$ cat config.mk
export PLATFORM = sky130hd
export DESIGN_NAME = fifo_uart_tx_flat
export DESIGN_NICKNAME = d
export VERILOG_FILES = /design/src/rtl/uart_pkg.sv /design/src/rtl/fifo_uart_tx_if.sv /design/src/rtl/uart_bit_timer.sv /design/src/rtl/fifo_uart_tx.sv /design/src/flat_wrapper.sv
export SDC_FILE = /design/constraint.sdc
export NUM_CORES = 1
export LEC_CHECK = 0
export ABC_AREA = 1
export BUFFER_PORTS_ARGS = -buffer_cell sky130_fd_sc_hd__clkbuf_2
export CORE_ASPECT_RATIO = 1.25
export CORE_MARGIN = 8
export CORE_UTILIZATION = 65
export CTS_BUF_LIST = sky130_fd_sc_hd__clkbuf_8
export CTS_CLUSTER_DIAMETER = 50
export DETAILED_ROUTE_END_ITERATION = 8
export GPL_ROUTABILITY_DRIVEN = 0
export GPL_TIMING_DRIVEN = 0
export HOLD_SLACK_MARGIN = 0.15
export PLACE_DENSITY_LB_ADDON = 0.05
export SETUP_SLACK_MARGIN = 0.3
export SLEW_MARGIN = 30
export SYNTH_ARGS = -nofsm -noshare
export SYNTH_HDL_FRONTEND = slang
export SYNTH_SLANG_ARGS = --single-unit
$ cat constraint.sdc
create_clock -name clk_i -period 3.1 [get_ports clk_i]
set_clock_uncertainty 0.05 [all_clocks]
set_input_delay 0.31 -clock clk_i [delete_from_list [all_inputs] [get_ports clk_i]]
set_output_delay 0.31 -clock clk_i [all_outputs]
set_load 0.02 [all_outputs]
$ cat src/rtl/uart_pkg.sv
// Shared types and constants for the FIFO-fed UART transmitter.
package uart_pkg;

    typedef enum logic [2:0] {IDLE, WAIT_DV, START, DATA, STOP} uart_tx_state_t;

    localparam int CLKS_PER_BIT_115200_50M = 434;

endpackage

$ cat src/rtl/fifo_uart_tx_if.sv
// FIFO read-port handshake between the FIFO (slave) and the UART transmitter (master).
interface fifo_uart_tx_if #(
    parameter int WIDTH = 8
) ();

    logic             fifo_empty;
    logic             fifo_rd_en;
    logic             fifo_rd_dv;
    logic [WIDTH-1:0] fifo_rd_data;

    modport master (
        input  fifo_empty,
        output fifo_rd_en,
        input  fifo_rd_dv,
        input  fifo_rd_data
    );

    modport slave (
        output fifo_empty,
        input  fifo_rd_en,
        output fifo_rd_dv,
        output fifo_rd_data
    );

endinterface

$ cat src/rtl/uart_bit_timer.sv
// Bit-period timer: counts 0..CLKS_PER_BIT-1, ticks on the last count, clears on clr_i or tick.
module uart_bit_timer #(
    parameter int CLKS_PER_BIT = 434
) (
    input  logic clk_i,
    input  logic rst_i,
    input  logic clr_i,
    output logic tick_o,
    output logic last_o
);

    localparam int CNT_W = (CLKS_PER_BIT > 1) ? $clog2(CLKS_PER_BIT) : 1;
    localparam logic [CNT_W-1:0] CNT_MAX  = CNT_W'(CLKS_PER_BIT - 1);
    localparam logic [CNT_W-1:0] CNT_LAST = CNT_W'(CLKS_PER_BIT - 2);

    logic [CNT_W-1:0] cnt_reg;

    always_ff @(posedge clk_i or posedge rst_i) begin
        if (rst_i) begin
            cnt_reg <= '0;
        end else if (clr_i || tick_o) begin
            cnt_reg <= '0;
        end else begin
            cnt_reg <= cnt_reg + 1'b1;
        end
    end

    // last_o flags the clock before the tick so registered outputs can land on the tick clock.
    assign tick_o = !clr_i && (cnt_reg == CNT_MAX);
    assign last_o = !clr_i && (cnt_reg == CNT_LAST);

endmodule

$ cat src/rtl/fifo_uart_tx.sv
// Pulls one word at a time from a FIFO read port and sends it as an 8N1 UART frame on tx_o.
module fifo_uart_tx
    import uart_pkg::*;
#(
    parameter int WIDTH        = 8,
    parameter int CLKS_PER_BIT = CLKS_PER_BIT_115200_50M,
    parameter int DV_TIMEOUT   = 2
) (
    input  logic             clk_i,
    input  logic             rst_i,
    fifo_uart_tx_if.master   fifo,
    output logic             tx_o,
    output logic             busy_o,
    output logic             done_o,
    output logic             err_o
);

    localparam int IDX_W = $clog2(WIDTH);
    localparam int DV_W  = $clog2(DV_TIMEOUT + 1);

    uart_tx_state_t   state_reg;
    logic [WIDTH-1:0] shift_reg;
    logic [IDX_W-1:0] bit_idx_reg;
    logic [DV_W-1:0]  dv_cnt_reg;
    logic             tx_reg;
    logic             rd_en_reg;
    logic             busy_reg;
    logic             done_reg;
    logic             err_reg;

    logic timer_clr;
    logic timer_tick;
    logic timer_last;

    // Holding the timer clear outside the timed states guarantees a fresh count on entry to START;
    // START->DATA->STOP->IDLE all happen on a tick, which self-clears the counter.
    assign timer_clr = (state_reg == IDLE) || (state_reg == WAIT_DV);

    uart_bit_timer #(
        .CLKS_PER_BIT(CLKS_PER_BIT)
    ) u_bit_timer (
        .clk_i (clk_i),
        .rst_i (rst_i),
        .clr_i (timer_clr),
        .tick_o(timer_tick),
        .last_o(timer_last)
    );

    always_ff @(posedge clk_i or posedge rst_i) begin
        if (rst_i) begin
            state_reg   <= IDLE;
            shift_reg   <= '0;
            bit_idx_reg <= '0;
            dv_cnt_reg  <= '0;
            tx_reg      <= 1'b1;
            rd_en_reg   <= 1'b0;
            busy_reg    <= 1'b0;
            done_reg    <= 1'b0;
            err_reg     <= 1'b0;
        end else begin
            rd_en_reg <= 1'b0;
            done_reg  <= 1'b0;
            err_reg   <= 1'b0;
            case (state_reg)
                IDLE: begin
                    tx_reg <= 1'b1;
                    if (!fifo.fifo_empty) begin
                        rd_en_reg  <= 1'b1;
                        busy_reg   <= 1'b1;
                        dv_cnt_reg <= '0;
                        state_reg  <= WAIT_DV;
                    end
                end
                WAIT_DV: begin
                    if (fifo.fifo_rd_dv) begin
                        shift_reg   <= fifo.fifo_rd_data;
                        bit_idx_reg <= '0;
                        tx_reg      <= 1'b0;
                        state_reg   <= START;
                    end else if (dv_cnt_reg == DV_W'(DV_TIMEOUT - 1)) begin
                        err_reg   <= 1'b1;
                        busy_reg  <= 1'b0;
                        state_reg <= IDLE;
                    end else begin
                        dv_cnt_reg <= dv_cnt_reg + 1'b1;
                    end
                end
                START: begin
                    if (timer_tick) begin
                        tx_reg    <= shift_reg[0];
                        shift_reg <= shift_reg >> 1;
                        state_reg <= DATA;
                    end
                end
                DATA: begin
                    if (timer_tick) begin
                        if (bit_idx_reg == IDX_W'(WIDTH - 1)) begin
                            tx_reg    <= 1'b1;
                            state_reg <= STOP;
                        end else begin
                            tx_reg      <= shift_reg[0];
                            shift_reg   <= shift_reg >> 1;
                            bit_idx_reg <= bit_idx_reg + 1'b1;
                        end
                    end
                end
                STOP: begin
                    if (timer_last) begin
                        done_reg <= 1'b1;
                    end
                    if (timer_tick) begin
                        busy_reg  <= 1'b0;
                        state_reg <= IDLE;
                    end
                end
                default: begin
                    busy_reg  <= 1'b0;
                    tx_reg    <= 1'b1;
                    state_reg <= IDLE;
                end
            endcase
        end
    end

    assign fifo.fifo_rd_en = rd_en_reg;
    assign tx_o            = tx_reg;
    assign busy_o          = busy_reg;
    assign done_o          = done_reg;
    assign err_o           = err_reg;

endmodule
$ cat src/flat_wrapper.sv
// flat-port wrapper written by rule: the top's interface ports become plain ports
module fifo_uart_tx_flat import uart_pkg::*;
#(
    parameter int WIDTH        = 8,
    parameter int CLKS_PER_BIT = CLKS_PER_BIT_115200_50M,
    parameter int DV_TIMEOUT   = 2
)
  (clk_i, rst_i, tx_o, busy_o, done_o, err_o, fifo_fifo_empty, fifo_fifo_rd_en, fifo_fifo_rd_dv, fifo_fifo_rd_data);
  fifo_uart_tx_if #(.WIDTH(WIDTH)) fifo_i ();
  input  logic clk_i;
  input  logic rst_i;
  output logic tx_o;
  output logic busy_o;
  output logic done_o;
  output logic err_o;
  input wire logic [$bits(fifo_i.fifo_empty)-1:0] fifo_fifo_empty;
  output wire logic [$bits(fifo_i.fifo_rd_en)-1:0] fifo_fifo_rd_en;
  input wire logic [$bits(fifo_i.fifo_rd_dv)-1:0] fifo_fifo_rd_dv;
  input wire logic [$bits(fifo_i.fifo_rd_data)-1:0] fifo_fifo_rd_data;
  assign fifo_i.fifo_empty = fifo_fifo_empty;
  assign fifo_fifo_rd_en = fifo_i.fifo_rd_en;
  assign fifo_i.fifo_rd_dv = fifo_fifo_rd_dv;
  assign fifo_i.fifo_rd_data = fifo_fifo_rd_data;
  fifo_uart_tx #(.WIDTH(WIDTH), .CLKS_PER_BIT(CLKS_PER_BIT), .DV_TIMEOUT(DV_TIMEOUT)) u_core (.clk_i(clk_i), .rst_i(rst_i), .fifo(fifo_i), .tx_o(tx_o), .busy_o(busy_o), .done_o(done_o), .err_o(err_o));
endmodule
==> results of run 1 <==
-- power breakdown --
group | switching, mW | total [mW] | internal [mW]
Combinational | 0.0140 | 0.0227 | 0.00871
Sequential | 0.000312 | 0.393 | 0.392
Clock | 0.138 | 0.313 | 0.175
Total | 0.153 | 0.729 | 0.576
-- critical path, cell delays in order, from the launching register on --
cell and delay [ns]:
dfrtp_1 0.40, inv_1 0.09, ha_1 0.16, nand2_1 0.06
nor2_1 0.19, nand2_4 0.12, nand2_2 0.11, nand3_4 0.12
buf_12 0.17, nand2_2 0.06, o21ai_2 0.05
-- stage by stage --
stage	hold WS (ns)	cell area, µm²	setup slack (ns)
after floorplan	0.338	1690	1.61
after global placement	0.408	1810	1.52
after detailed placement	0.359	1810	1.44
after CTS	0.164	1910	1.42
after global routing	0.169	1910	1.33
final	0.169	1910	1.42
-- final timing paths --
path | depth (start not counted) | end | slack [ns]
worst max-delay path | 10 | u_core.shift_reg[0] | 1.42
worst min register to register | 2 | u_core.busy_o | 0.42
min in group asynchronous | 3 | u_core.u_bit_timer.cnt_reg[0] | 0.60
worst min-delay path | 2 | u_core.fifo.fifo_rd_en | 0.17
worst max register to register | 10 | u_core.shift_reg[0] | 1.42
max in group asynchronous | 3 | u_core.state_reg[1] | 2.00
-- final cells by class --
class                   count  share of cell area (%)
multi-input cells         136                    42.1
plain buffers               3                    2.03
flip-flops and latches     30                    39.3
clock inverters             2                   0.458
inverters                  25                    4.91
clock buffers               6                    4.32
well taps                  33                    2.16
repair buffers             17                    4.71
-- layer usage --
layer  share of wire (%)  global-route usage, %  wire length (µm)
met1                  42                   17.6              1290
met2                  51                   26.2              1540
met3                 4.0                   5.29               122
met4                 2.8                   8.12                86
met5                   0                      0                 0
-- what timing repair did --
item	in CTS	in global routing
endpoints found under the setup margin	0	0
hold buffers	1	0
hold endpoints to repair	29	0
-- Yosys cell counts --
cell      n  area share (%)
dfrtp_1  29              43
nor2_4    2             1.3
xor2_1    1            0.52
o21a_1    1            0.44
a21oi_2   2             1.0
nor3_1    4             1.2
o21ai_0   6             1.8
nand3_1   8             2.4
buf_12    1             1.2
inv_2     5             1.1
or2_2     2            0.74
o21ai_2   9             4.7
nand2_2   8             3.0
ha_1      6             4.4
nor2_1   16             3.6
nand2_1  48              11
nor2_8    1             1.2
nor2_2    1            0.37
nor4b_1   1            0.52
buf_6     1            0.67
mux2i_1   7             4.1
nand4_1   2            0.74
nand2_4   2             1.3
buf_4     1            0.44
dfstp_2   1             1.6
nand3_4   1             1.0
nor3b_1   2            0.89
inv_1    20             4.4
a21oi_1   6             1.8
-- cells by family after synthesis --
| family | Yosys count | share of synthesized area (%) |
|---|---|---|
| AO/OA/AOI/OAI | 24 | 9.70 |
| AND/OR/NAND/NOR | 98 | 28.9 |
| multiplexers | 7 | 4.15 |
| flip-flops | 30 | 44.5 |
| XOR/XNOR | 1 | 0.518 |
| buffers and inverters | 28 | 7.85 |
| adder cells (fa/ha/maj) | 6 | 4.44 |
==> metrics.cfg, run 1 <==
[setup_path]
critPathLaunch=u_core.u_bit_timer.cnt_reg[1]
crit_path_max_fanout=10
crit_required_ns=3.22
path_class=reg2reg
r2r_start=u_core.u_bit_timer.cnt_reg[1]
critPathLaunchType=flip-flop
critPathCaptureType=flip-flop
cp_data_arrival_time_ns=1.80

[yosys]
ys_warn_count=0
syn_inst=194
synth_seq_cells=30
yosysSeqAreaShare_pct=44.5
synth.avg_cell_area_um2=8.71
syn_nets=212
synth_area_um2=1690
ys_types=29

[min_path]
min_path_type=in2reg
min-delay-start=fifo_fifo_empty

[clock_tree]
htree_levels=2
cts_buffer_depth=2
post_cts_buffers=0
cts-buffers-inserted=5
cts_tree=yes
root_buffer=clkbuf_8
clk_pin_slew_ns=0.06
ctsResizeCount=0
clk_latency_ns=0.28
cts_num_sinks=30

[status]
status=finished, final reports clean

[timing]
tns_ns=0
period_share_pct=54.2
hold_viol=0
slew_headroom_pct=59.2
min_period_ns=1.68
rsz0062_at_grt=no
setup-violations-final=0
worstMarginPinSlew_ns=0.611
clock.fmax_mhz=595
maxSlewViolCount=0

[job]
maxCapViolCount=0

[final_layout]
regArea_um2=752
area_delta_synth_final_pct=13.2
diodes=0
final_common_cell=nand2_1
fillers=198
final_cells=252
largest_reg_flops=9
final_core_util_pct=78.0
drive_gt1_share_pct=27.9
nNetsFinal=236
mostFrequentLayoutCells=nand2_1 (48), dfrtp_1 (29), inv_1 (20)
multi_input_area_um2=806

[drt]
routedWlPerCell_um=12.1
num_vias=1317
drcViolationCount=0
wl_um=3050
ant_nets=0
dr.pass1.iters=4
vias_per_cell=5.23
drt_iter0_drc=52

[power]
leakage_nw=1.04
power_uw=729
vdd_drop_max_v=0.000392
power.density_nw_per_um2=381

[floorplanning]
std_cell_rows=20
initial_core_util_pct=68.9
die_x_um=61.6
chipHeight_um=73.0
die_area_um2=4500
ios=17
coreArea_um2=2450

[place]
portBuffers=16
dp_cells=243
place_hpwl_um=2310

[grt]
antenna_found_initial=0
grt.overflow.total=0
grt_pass1_vias=1318
grt_max_degree=31
grtUsageTotal_pct=16.0
grt_pass1_wl_um=5450

No activity file was read; power rests on OpenSTA's default activity.
==> run 2, diff against run 1 <==
--- a/config.mk
+++ b/config.mk
@@ -9,7 +9,7 @@
 export BUFFER_PORTS_ARGS = -buffer_cell sky130_fd_sc_hd__clkbuf_2
 export CORE_ASPECT_RATIO = 1.25
 export CORE_MARGIN = 8
-export CORE_UTILIZATION = 65
+export CORE_UTILIZATION = 55
 export CTS_BUF_LIST = sky130_fd_sc_hd__clkbuf_8
 export CTS_CLUSTER_DIAMETER = 50
 export DETAILED_ROUTE_END_ITERATION = 8
==> constraint.sdc (replaced) <==
create_clock -name clk_i -period 1.4 [get_ports clk_i]
set_clock_uncertainty 0.05 [all_clocks]
set_input_delay 0.14 -clock clk_i [delete_from_list [all_inputs] [get_ports clk_i]]
set_output_delay 0.14 -clock clk_i [all_outputs]
set_load 0.02 [all_outputs]
==> run 2 against run 1 <==
Compared with the run above: highest routed layer unchanged; hold slack better by 0.13 ns; critical path type unchanged; combinational power increased to 3.5 times the previous value; sequential power increased by 120%; total power grew 120%; the flow now finishes with violations (setup timing); first-iteration DRC count increased by 110%.
==> metrics.cfg, run 2 (synthesis gave the netlist of run 1 again) <==
[floorplanning]
coreArea_um2=2950  ; +20%
ios=17  ; unchanged
die_x_um=65.6  ; +6.5%
initial_core_util_pct=57.4  ; -12 points
die_area_um2=5110  ; +14%
std_cell_rows=22  ; +10%
chipHeight_um=78.0  ; +6.8%

[drt]
dr.pass1.iters=4  ; unchanged
num_vias=1706  ; +30%
wl_um=6430  ; +110%
routedWlPerCell_um=21.4  ; +77%
drcViolationCount=0  ; unchanged
vias_per_cell=5.67  ; +8.4%
ant_nets=0  ; unchanged
drt_iter0_drc=111  ; +110%

[timing]
fin_ws_ns=-0.252  ; -1.67 ns
worstMarginPinSlew_ns=0.526  ; -0.0849 ns
setup-violations-final=27  ; +27
maxSlewViolCount=0  ; unchanged
rsz0062_at_grt=yes
tns_ns=-4.67  ; -4.67 ns
min_period_ns=1.65  ; -0.0279 ns
period_share_pct=118  ; +64 points
slew_headroom_pct=64.9  ; +5.7 points
hold_viol=0  ; unchanged
clock.fmax_mhz=605  ; +1.7%

[final_layout]
largest_reg_flops=9  ; unchanged
final_core_util_pct=93.2  ; +15 points
diodes=0  ; unchanged
mostFrequentLayoutCells=nand2_1 (27), buf_4 (27), dfrtp_1 (27)
area_delta_synth_final_pct=62.5
drive_gt1_share_pct=57.4  ; +30 points
regArea_um2=754  ; +0.33%
multi_input_area_um2=1170  ; +45%
fillers=101  ; -49%
nNetsFinal=282  ; +19%

[setup_path]
cp_cell_sequence=inv_2 > ha_4 > nand2_4 > nor2_4 > nand2_4 > buf_4 > a21oi_4 > nand2_2 > nand2_1 > nand2_1
r2r_setup_slack_ns=-0.25  ; -1.67 ns
critPathCaptureType=flip-flop
crit_path_max_fanout=5  ; -5
path_class=reg2reg
reg2reg_depth=10  ; unchanged
r2r_end=u_core.state_reg[1]
cp_data_arrival_time_ns=1.78  ; -0.02 ns
crit_required_ns=1.53  ; -1.69 ns
r2r_start=u_core.u_bit_timer.cnt_reg[1]
critPathLaunchType=flip-flop
cpMaxStageDelayCell=dfrtp_1
cpPeakStageDelay_ns=0.41  ; about the same

[power]
power.density_nw_per_um2=587  ; +54%
vdd_drop_max_v=0.000724  ; +85%
combPwrFrac_pct=4.9  ; +1.8 points
netSwitchingFraction_pct=23.4  ; +2.5 points
clkPwrFrac_pct=41.2  ; -1.8 points
p_sw_uw=377  ; +150%
leakage_nw=1.35  ; +30%
intPower_mw=1.24  ; +110%
pwr-share-seq_pct=53.9  ; about the same

[grt]
grt_pass1_vias=1681  ; +28%
antenna_found_initial=0  ; unchanged
grt.overflow.total=0  ; unchanged
grtUsageTotal_pct=19.5  ; +3.5 points
grt_pass1_wl_um=7760  ; +42%
grt_max_degree=31  ; unchanged

[clock_tree]
cts_num_sinks=30  ; unchanged
clk_latency_ns=0.29  ; about the same
cts_buffer_depth=2  ; unchanged
root_buffer=clkbuf_8
cts_tree=yes
clk_pin_slew_ns=0.07  ; about the same
cts-buffers-inserted=5  ; unchanged
htree_levels=2  ; unchanged

[place]
place_hpwl_um=2400  ; +4.0%
pre_cts_ws_ns=-0.169  ; -1.61 ns
portBuffers=16  ; unchanged

[status]
status=complete, but fails checks
failed_checks=setup timing

[min_path]
min-delay-start=fifo_fifo_rd_dv
hold_end=u_core.err_o
min_path_type=in2reg
whs_path_depth=5  ; +3

[job]
maxCapViolCount=0  ; unchanged

==> run 2: layer usage <==
layer,up-vias,track usage (%),share of wire [%]
met2,84,33.8,54
met4,0,9.41,6.2
met3,36,6.75,5.6
met5,-,0,0
li1,761,-,-
met1,825,20.2,35
==> run 2: timing repair <==
item | 4_1_cts | 5_1_grt
setup endpoints to repair | 30 | 32
hold buffers | 10 | 0
gates cloned | 2 | 1
gates resized for setup | 54 | 51
pin swaps | 19 | 18
setup buffers | 18 | 16
endpoints found under the hold margin | 39 | 0
==> run 2: worst max-delay path by stage <==
| stage | start | end | slack (ns) | depth (start not counted) |
|---|---|---|---|---|
| 2_1_floorplan | u_core.u_bit_timer.cnt_reg[1] | u_core.shift_reg[0] | -0.03 | 10 |
| 3_3_place_gp | u_core.u_bit_timer.cnt_reg[1] | u_core.shift_reg[0] | -0.11 | 10 |
| 3_5_place_dp | u_core.u_bit_timer.cnt_reg[1] | u_core.shift_reg[7] | -0.17 | 10 |
| 4_1_cts | u_core.u_bit_timer.cnt_reg[1] | u_core.shift_reg[5] | -0.11 | 10 |
| 5_1_grt | u_core.u_bit_timer.cnt_reg[2] | u_core.state_reg[1] | -0.32 | 9 |
| 6_report | u_core.u_bit_timer.cnt_reg[1] | u_core.state_reg[1] | -0.25 | 10 |
==> run 2: power groups by stage <==
stage          combinational, mW  clock (mW)  sequential, mW
2_1_floorplan             0.0242           0           0.887
3_3_place_gp              0.0478           0           0.885
3_5_place_dp              0.0504           0           0.885
4_1_cts                   0.0741       0.655           0.870
5_1_grt                   0.0862       0.706           0.869
6_report                  0.0790       0.665           0.869
==> run 2: layout make-up <==
type,count,area share [%]
Tap cell,36,1.64
Multi-Input combinational cell,137,42.5
Clock inverter,3,0.410
Timing Repair Buffer,62,19.5
Buffer,3,2.00
Sequential cell,30,27.5
Inverter,25,3.92
Clock buffer,5,2.51
==> run 2: worst max-delay path: cells and delay by family, from the launching register on <==
family,cells,cell delay [ns]
and+or+nand+nor,6,0.50
DFF,1,0.41
buffers and inverters,2,0.24
AOI/OAI and AO/OA,1,0.19
adders and majority gates,1,0.15
==> run 2: stage by stage <==
stage / hold WS (ns) / area [µm²] / instances / power, mW
floorplan: 0.168 / 1730 / 194 / 0.911
global placement: 0.292 / 1850 / 246 / 0.933
detailed placement: 0.198 / 1850 / 246 / 0.936
CTS: 0.226 / 2410 / 284 / 1.60
global route: 0.298 / 2750 / 301 / 1.66
finish: 0.295 / 2750 / 301 / 1.61
